### config.mk
export PLATFORM = sky130hd
export DESIGN_NAME = wb_writeback
export DESIGN_NICKNAME = d
export VERILOG_FILES = /design/src/rtl/wb_writeback.sv
export SDC_FILE = /design/constraint.sdc
export NUM_CORES = 1
export LEC_CHECK = 0
export ABC_AREA = 1
export CORE_MARGIN = 3
export CORE_UTILIZATION = 49
export CTS_CLUSTER_SIZE = 25
export DETAILED_ROUTE_END_ITERATION = 6
export MAX_ROUTING_LAYER = met4
export PLACE_DENSITY = 0.83
export SYNTH_ARGS = -nofsm -noshare
export SYNTH_HDL_FRONTEND = slang
export SYNTH_SLANG_ARGS = --single-unit
### constraint.sdc
create_clock -name w_clk -period 3.5 [get_ports w_clk]
set_input_delay 0.7 -clock w_clk [delete_from_list [all_inputs] [get_ports w_clk]]
set_output_delay 0.7 -clock w_clk [all_outputs]
set_load 0.1 [all_outputs]
### src/rtl/wb_writeback.sv
// wb_writeback: register-file writeback arbitrating ALU results over buffered, extended load responses.
// Optional WB_LOAD_BYPASS_EN writes an accepted load straight to the port when the FIFO is empty and the ALU is idle.
module wb_writeback #(
  parameter int DWIDTH     = 32,
  parameter int AWIDTH     = 5,
  parameter int FIFO_DEPTH = 4
) (
  input  logic                          w_clk,
  input  logic                          w_rst,
  input  logic                          w_alu_valid,
  input  logic [AWIDTH-1:0]             w_alu_rd,
  input  logic [DWIDTH-1:0]             w_alu_data,
  input  logic                          w_ld_valid,
  output logic                          w_ld_ready,
  input  logic [AWIDTH-1:0]             w_ld_rd,
  input  logic [DWIDTH-1:0]             w_ld_data,
  input  logic [2:0]                    w_ld_funct3,
  input  logic [1:0]                    w_ld_offset,
  output logic                          w_we,
  output logic [AWIDTH-1:0]             w_addr_rd,
  output logic [DWIDTH-1:0]             w_data_rd,
  output logic [(1<<AWIDTH)-1:0]        w_busy,
  output logic [$clog2(FIFO_DEPTH):0]   w_ld_count
);
  localparam int PW = $clog2(FIFO_DEPTH);
  logic [AWIDTH-1:0] q_rd   [FIFO_DEPTH];
  logic [DWIDTH-1:0] q_data [FIFO_DEPTH];
  logic [PW-1:0] wr_ptr, rd_ptr;
  logic [PW:0] count;
  logic alu_go, ld_acc, pop, push, byp;
  logic [DWIDTH-1:0] ld_ext;

  function automatic logic [DWIDTH-1:0] extend(input logic [2:0] f3, input logic [1:0] off,
                                               input logic [DWIDTH-1:0] d);
    logic [7:0] b;
    logic [15:0] h;
    b = d[8*off +: 8];
    h = off[1] ? d[31:16] : d[15:0];
    return f3 == 3'b000 ? {{(DWIDTH-8){b[7]}}, b} :
           f3 == 3'b001 ? {{(DWIDTH-16){h[15]}}, h} :
           f3 == 3'b100 ? {{(DWIDTH-8){1'b0}}, b} :
           f3 == 3'b101 ? {{(DWIDTH-16){1'b0}}, h} : d;
  endfunction

  assign w_ld_ready = count < (PW+1)'(FIFO_DEPTH);
  assign w_ld_count = count;

  always_comb begin
    alu_go = w_alu_valid && w_alu_rd != '0;
    ld_acc = w_ld_valid && w_ld_ready;
    pop    = !alu_go && count != '0;
`ifdef WB_LOAD_BYPASS_EN
    byp    = ld_acc && w_ld_rd != '0 && count == '0 && !alu_go;
`else
    byp    = 1'b0;
`endif
    push   = ld_acc && w_ld_rd != '0 && !byp;
    ld_ext = extend(w_ld_funct3, w_ld_offset, w_ld_data);
  end

  // An entry is live when its distance from the read pointer is below the occupancy.
  always_comb begin
    w_busy = '0;
    for (int i = 0; i < FIFO_DEPTH; i++)
      if ({1'b0, PW'(i - int'(rd_ptr))} < count) w_busy[q_rd[i]] = 1'b1;
  end

  always_ff @(posedge w_clk)
    if (push) begin
      q_rd[wr_ptr]   <= w_ld_rd;
      q_data[wr_ptr] <= ld_ext;
    end

  always_ff @(posedge w_clk or posedge w_rst)
    if (w_rst) begin
      w_we      <= 1'b0;
      w_addr_rd <= '0;
      w_data_rd <= '0;
      wr_ptr    <= '0;
      rd_ptr    <= '0;
      count     <= '0;
    end else begin
      w_we      <= alu_go || pop || byp;
      w_addr_rd <= alu_go ? w_alu_rd : pop ? q_rd[rd_ptr] : byp ? w_ld_rd : w_addr_rd;
      w_data_rd <= alu_go ? w_alu_data : pop ? q_data[rd_ptr] : byp ? ld_ext : w_data_rd;
      wr_ptr    <= push ? wr_ptr + 1'b1 : wr_ptr;
      rd_ptr    <= pop ? rd_ptr + 1'b1 : rd_ptr;
      count     <= count + {{PW{1'b0}}, push} - {{PW{1'b0}}, pop};
    end
endmodule

# After elaboration in Yosys (flattened, before gate mapping)
# Memory sizes are Yosys's and may differ from the RTL's.
# Cells that the tools add are included.
dict set report word_totals {
  ff_bits 45
  latchBits 0
  mem_bits_rw 148
  mem_bits_ro 0
  inputBits 83
  output_inout_bits 74
  wordCells 74
  n_memories 2
}
# memory depth word_bits read_ports rd_clocked_by_memory_dff wr line
set memory_table {}
lappend memory_table {q_data 4 32 1 0 1 27} ;# logic [DWIDTH-1:0] q_data [FIFO_DEPTH];
lappend memory_table {q_rd 4 5 5 0 1 26} ;# logic [AWIDTH-1:0] q_rd [FIFO_DEPTH];
dict set report op_classes {
  n_addsub 8
  mul 0
  n_div 0
  n_lt_le_gt_ge 13
  eq_ne 3
  shift 1
  n_mux 23
  n_bitwise 3
  reduce_logical 15
}
# operator count
set op_table {}
lappend op_table {{two-way mux 32 bit} 10}
lappend op_table {{OR 32 bit} 3}
lappend op_table {{indexed part select 32 x 6 -> 8 bit} 1}
lappend op_table {{less-than comparator 5 x 6 -> 1 bit (second input constant)} 4}
lappend op_table {{demux 1 bit (select 5 bit)} 4}
lappend op_table {{>= comparator 5 x 1 -> 1 bit (second input constant)} 4}
lappend op_table {{two-way mux 16 bit} 1}
lappend op_table {{less-than comparator 2 x 3 -> 1 bit} 4}
lappend op_table {{two-way mux 5 bit} 2}
lappend op_table {{nonzero test 5 bit} 2}
lappend op_table {{logical AND 1 bit} 8}
lappend op_table {{equality test 3 bit (second input constant)} 2}
lappend op_table {{two-way mux 1 bit} 6}
lappend op_table {{adder 2 x 1 -> 2 bit (second input constant)} 2}
lappend op_table {{subtractor 1 x 2 -> 2 bit (first input constant)} 2}
lappend op_table {{subtractor 2 bit (first input constant)} 2}
lappend op_table {{adder 3 x 1 -> 3 bit} 1}
lappend op_table {{equality test 3 x 1 -> 1 bit (second input constant)} 1}
lappend op_table {{zero test 3 bit} 1}
lappend op_table {{less-than comparator 3 bit (second input constant)} 1}
lappend op_table {{nonzero test 3 bit} 1}
lappend op_table {{subtractor 3 x 1 -> 3 bit} 1}
lappend op_table {{nonzero test 2 bit} 1}
lappend op_table {{zero test 1 bit} 1}
lappend op_table {{logical OR 1 bit} 1}

# Depth between registers and ports, before layout
# Gate-level depths: netlist of run 1.
# An unclocked memory read counts as a cell.
dict set report depth {
  depth_word 12
  ltp_mapped 12
  mapped_depth_nobuf 10
}

# Worst setup path after synthesis of run 1
# Ideal clock, no wire load.
dict set report synth_timing {
  kind {flip-flop to flip-flop}
  from {reg count[2] (netlist: w_ld_count[2])}
  to {mem q_data[0][0] (enable)}
  setup_ns 0.431
  t_arrival_ns 3.368
  t_required_ns 3.069
  setup_slack_ns -0.300
  path_stages_with_launch 4
  path_buffers 0
  period_less_slack_ns 3.800
  cell_sequence {dfrtp_1 -> inv_2 -> nand3_1 -> nor2_1}
}
dict set report synth_via {
  elab_chain_cells 5
}
# item line
set synth_rtl {}
lappend synth_rtl {{start: declaration} 29} ;# logic [PW:0] count;
lappend synth_rtl {{start signal: assignment} 88} ;# count <= count + {{PW{1'b0}}, push} - {{PW{1'b0}}, pop};
lappend synth_rtl {{less-than comparator 3 bit} 45} ;# assign w_ld_ready = count < (PW+1)'(FIFO_DEPTH);
lappend synth_rtl {{net w_ld_ready} 14} ;# output logic w_ld_ready,
lappend synth_rtl {{logical AND 1 bit} 50} ;# ld_acc = w_ld_valid && w_ld_ready;
lappend synth_rtl {{logical AND 1 bit} 57} ;# push = ld_acc && w_ld_rd != '0 && !byp;
lappend synth_rtl {{two-way mux 1 bit} 69} ;# if (push) begin
lappend synth_rtl {{two-way mux 1 bit (implied by the code)} 71} ;# q_data[wr_ptr] <= ld_ext;
lappend synth_rtl {{end: declaration} 27}
# The timed path passes the listed nets, and every way through them passes these cells.

# Worst setup path in the final report of run 1
dict set report layout_timing {
  from {reg rd_ptr[0]}
  to {out w_busy[19]}
}
dict set report layout_via {
  elab_chain_cells 9
  word_cells_on_any_way 15
  cone_classes {4 x add/sub; 4 x order compare; 4 x mux; 3 x bitwise}
}
# item line
set layout_rtl {}
lappend layout_rtl {{start: declaration} 28} ;# logic [PW-1:0] wr_ptr, rd_ptr;
lappend layout_rtl {{start signal: assignment} 87} ;# rd_ptr <= pop ? rd_ptr + 1'b1 : rd_ptr;
lappend layout_rtl {{subtractor 1 x 2 -> 2 bit} 65} ;# if ({1'b0, PW'(i - int'(rd_ptr))} < count) w_busy[q_rd[i]] = 1'b1;
lappend layout_rtl {{less-than comparator 2 x 3 -> 1 bit} 65}
lappend layout_rtl {{two-way mux 32 bit} 65}
lappend layout_rtl {{OR 32 bit (no line)} n/a}
lappend layout_rtl {{two-way mux 32 bit} 65}
lappend layout_rtl {{OR 32 bit (no line)} n/a}
lappend layout_rtl {{two-way mux 32 bit} 65}
lappend layout_rtl {{OR 32 bit (no line)} n/a}
lappend layout_rtl {{two-way mux 32 bit (*)} 65}
lappend layout_rtl {{end: declaration} 22} ;# output logic [(1<<AWIDTH)-1:0] w_busy,
# Every way passes the cells marked *; elsewhere a longest branch is shown, timed or not.

==> metrics.cfg, run 1 <==
[run_status]
status = completed

[sta]
finalMaxSlewViolations = 0
setup_viol = 0
clock.fmax_ghz = 0.300
post-route-period-util_pct = 95.2
rsz0062_at_grt = false
skew_ns = 0.0176
period_minus_slack_ns = 3.33
worstMarginPinSlew_ns = 1.02
slew_headroom_pct = 31.6
hold_viol = 0

[cts]
post-cts-setup-buffers = 0
cts_buffer_depth = 2
clk_pin_slew_ns = 0.07
cts.sinks = 193
worstSkewPairLatency_ns = 0.44
root_buffer = clkbuf_16
cts_made_buffers = 17
htree_levels = 4
cts_tree = yes

[critical_path]
rr_startpoint = w_ld_count[2]$_DFF_PP0_
crit_required_ns = 2.80
critical_path.startpoint_type = flop
crit_arrival_ns = 2.63
ff2ff_path_depth = 7
rrSetupSlack_ns = 1.55
worst_setup_path_end_kind = primary output
worstSetupPathType = flop to primary output
path_max_fanout = 8
reg2reg_to = w_ld_count[2]$_DFF_PP0_

[grt]
grt_first_pass_wirelength_microns = 43100
grt_start_max_net_pins = 41
track_usage_pct = 25.9
grt_pass1_vias = 8023
grt-ovfl-total = 0
antenna_found_initial = 1

[logic_synthesis]
yosysWarningCount = 0
synth_seq_cells = 193
netlist_area_sq_um = 9730
synthFlopType = edfxtp_1
synthesis.nets = 1159
synth_cell_type_count = 39
synth-edff-count = 148
synth-seq-area-share_pct = 57.2
ys_async_sr_fraction_pct = 23.3
synth_cells = 1065
post_synth.cell_area_avg_sq_um = 9.14

[detailed_routing]
drt_iter0_drc = 920
route.vias.total = 8326
routedWlPerCell_microns = 17.8
drcViolationCount = 0
wirelength_microns = 26600
antenna_left = 0
routed_via_density = 5.57
first_pass_iters = 7

[place]
place_area_sq_um = 11900
gp_congestion = 0.991
dp_hpwl_microns = 19000
port_buffers = 156

[floorplanning]
ios = 157
initial_core_util_pct = 51.0
die_y_microns = 147
dieArea_sq_um = 21600
fp.dieW_microns = 147
rows = 50
coreArea_sq_um = 19100

[final_layout]
layout.nets = 1316
syn_to_final_growth_pct = 28.4
drive_gt1_share_pct = 12.0
finalInstanceArea_sq_um = 12500

[hold_path]
worstHoldPathType = flop to flop
hold_start = w_data_rd[8]$_DFFE_PP0P_
hold_path_depth = 2
min_to = w_data_rd[8]$_DFFE_PP0P_

[power]
power_density_nw_per_um2 = 833
ir_drop_mv = 0.510
p_leak_nw = 5.01
power.total_mw = 10.4

[flow_run]
cap_violations = 0

cell usage after synthesis, types with 2 or more instances:
cell type	count	area (sq um)
o311ai_0	4	35.0
a31oi_1	3	18.8
nor3_1	20	100
xor2_1	3	26.3
clkinv_1	2	7.51
nand3_1	68	340
o211ai_2	5	62.6
inv_2	10	37.5
buf_6	4	45.0
ha_1	10	125
or2_2	2	12.5
nor3_4	6	97.6
inv_1	69	259
nor2_4	4	45.0
nand3_2	5	50.1
clkinv_4	2	17.5
o221ai_1	2	17.5
nor2_1	34	128
o21ai_0	25	125
dfrtp_1	45	1130
nand4_1	56	350
nand2_2	3	18.8
o21ai_1	2	10.0
nor2_2	8	50.1
clkbuf_1	5	18.8
nand2_1	442	1660
edfxtp_1	148	4440
o211ai_1	6	45.0
o22ai_1	5	31.3
a22oi_1	16	120
buf_4	5	37.5
buf_2	22	110
nand2_4	2	22.5
a21oi_1	17	85.1
worst max-delay path: stages, from the launching register on:
cell     delay [ns]
dfrtp_2        0.48
nand2_2        0.14
inv_2          0.05
nor2_1         0.17
ha_1           0.27
nand3_1        0.10
nand2_2        0.13
nor2_2         0.36
nand2_1        0.10
nand4_1        0.18
buf_12         0.20
power breakdown:
group | internal, mW | switching (mW) | leakage, nW
logic | 1.34 | 4.00 | 2.85
registers | 2.99 | 0.262 | 1.89
clock network | 0.939 | 0.877 | 0.268
total | 5.27 | 5.14 | 5.01
worst max-delay path by stage:
stage | startpoint | to | slack, ns | depth (start not counted)
after global placement | rd_ptr[0]$_DFFE_PP0P_ | w_busy[6] | 0.50 | 11
after global routing | rd_ptr[0]$_DFFE_PP0P_ | w_busy[25] | 0.04 | 11
final | rd_ptr[0]$_DFFE_PP0P_ | w_busy[19] | 0.17 | 10
after CTS | rd_ptr[0]$_DFFE_PP0P_ | w_busy[9] | -0.08 | 11
after detailed placement | rd_ptr[0]$_DFFE_PP0P_ | w_busy[2] | 0.39 | 11
after floorplan | w_ld_count[2]$_DFF_PP0_ | q_data[0][0]$_DFFE_PP_ | -0.02 | 3
cells by family after synthesis:
kind of cell | after synthesis | share of synthesized area (%)
AOI/OAI and AO/OA | 86 | 5.75
and+or+nand+nor | 652 | 29.7
adders and majority gates | 11 | 1.49
xor gates and xnor gates | 4 | 0.360
buffers and inverters | 119 | 5.48
DFF | 193 | 57.2
placed cells by master (no fill, tap or decap), drive strengths merged:
cell,Yosys,layout
clkdlybuf4s50,0,119
edfxtp,148,148
diode,0,1
xor2,3,3
inv,79,86
dfrtp,45,45
buf,31,55
xnor2,1,1
clkinv,4,8
clkbuf,5,19
a22oi,16,16
o221ai,2,2
ha,10,10
o211ai,11,11
fa,1,1
o21ai,27,27
nand3,73,73
or2,3,3
a31oi,3,3
o2111ai,1,1
o22ai,5,5
a21oi,17,17
nor3,27,27
o311ai,4,4
nor2,46,46
clkinvlp,0,2
nand4,56,56
nand2,447,447
state kept, by name, summed over array words and instances (netlist names):
| name | count |
|---|---|
| w_we | 1 |
| q_data | 128 |
| w_addr_rd | 5 |
| w_data_rd | 32 |
| wr_ptr | 2 |
| rd_ptr | 2 |
| w_ld_count | 3 |
| q_rd | 20 |
metrics by stage:
stage	util, %	TNS, ns	hold WS [ns]	std cells	setup slack (ns)
final	65.5	0	0.500	1496	0.168
after global routing	65.5	0	0.517	1496	0.0360
after CTS	65.3	-0.817	0.504	1495	-0.0790
after detailed placement	62.3	0	0.486	1463	0.386
after global placement	62.3	0	0.479	1463	0.497
after floorplan	-	-3.61	0.528	1065	-0.0244
per-layer routing:
metal	vias to the layer above	wire (microns)	track usage, %	share of wire [%]
met2	413	13200	42.2	50
met4	0	512	8.53	1.9
met1	3932	10900	33.3	41
met5	-	0	-	0
li1	3935	-	-	-
met3	46	2020	4.50	7.6
cell type report:
cell class / instances / area [sq um]
Tap cell: 260 / 325
Fill cell: 1439 / 6590
Clock inverter: 13 / 120
Antenna cell: 1 / 2.50
Sequential cell: 193 / 5570
Multi-Input combinational cell: 753 / 3700
Clock buffer: 19 / 433
Inverter: 83 / 322
Timing Repair Buffer: 174 / 2020
timing repair:
action,in CTS,in global routing
hold buffers,0,0
pin swaps,0,1
resized for setup,2,11
setup endpoints to repair,28,32
Note: power is estimated with default switching activity, not from simulation.
==> run 2, diff against run 1 <==
CAP_MARGIN = 20   (was not set)
SLEW_MARGIN = 20   (was not set)
==> results of run 2 <==
No change in the layout: final DEF, timing and power equal those of run 1.
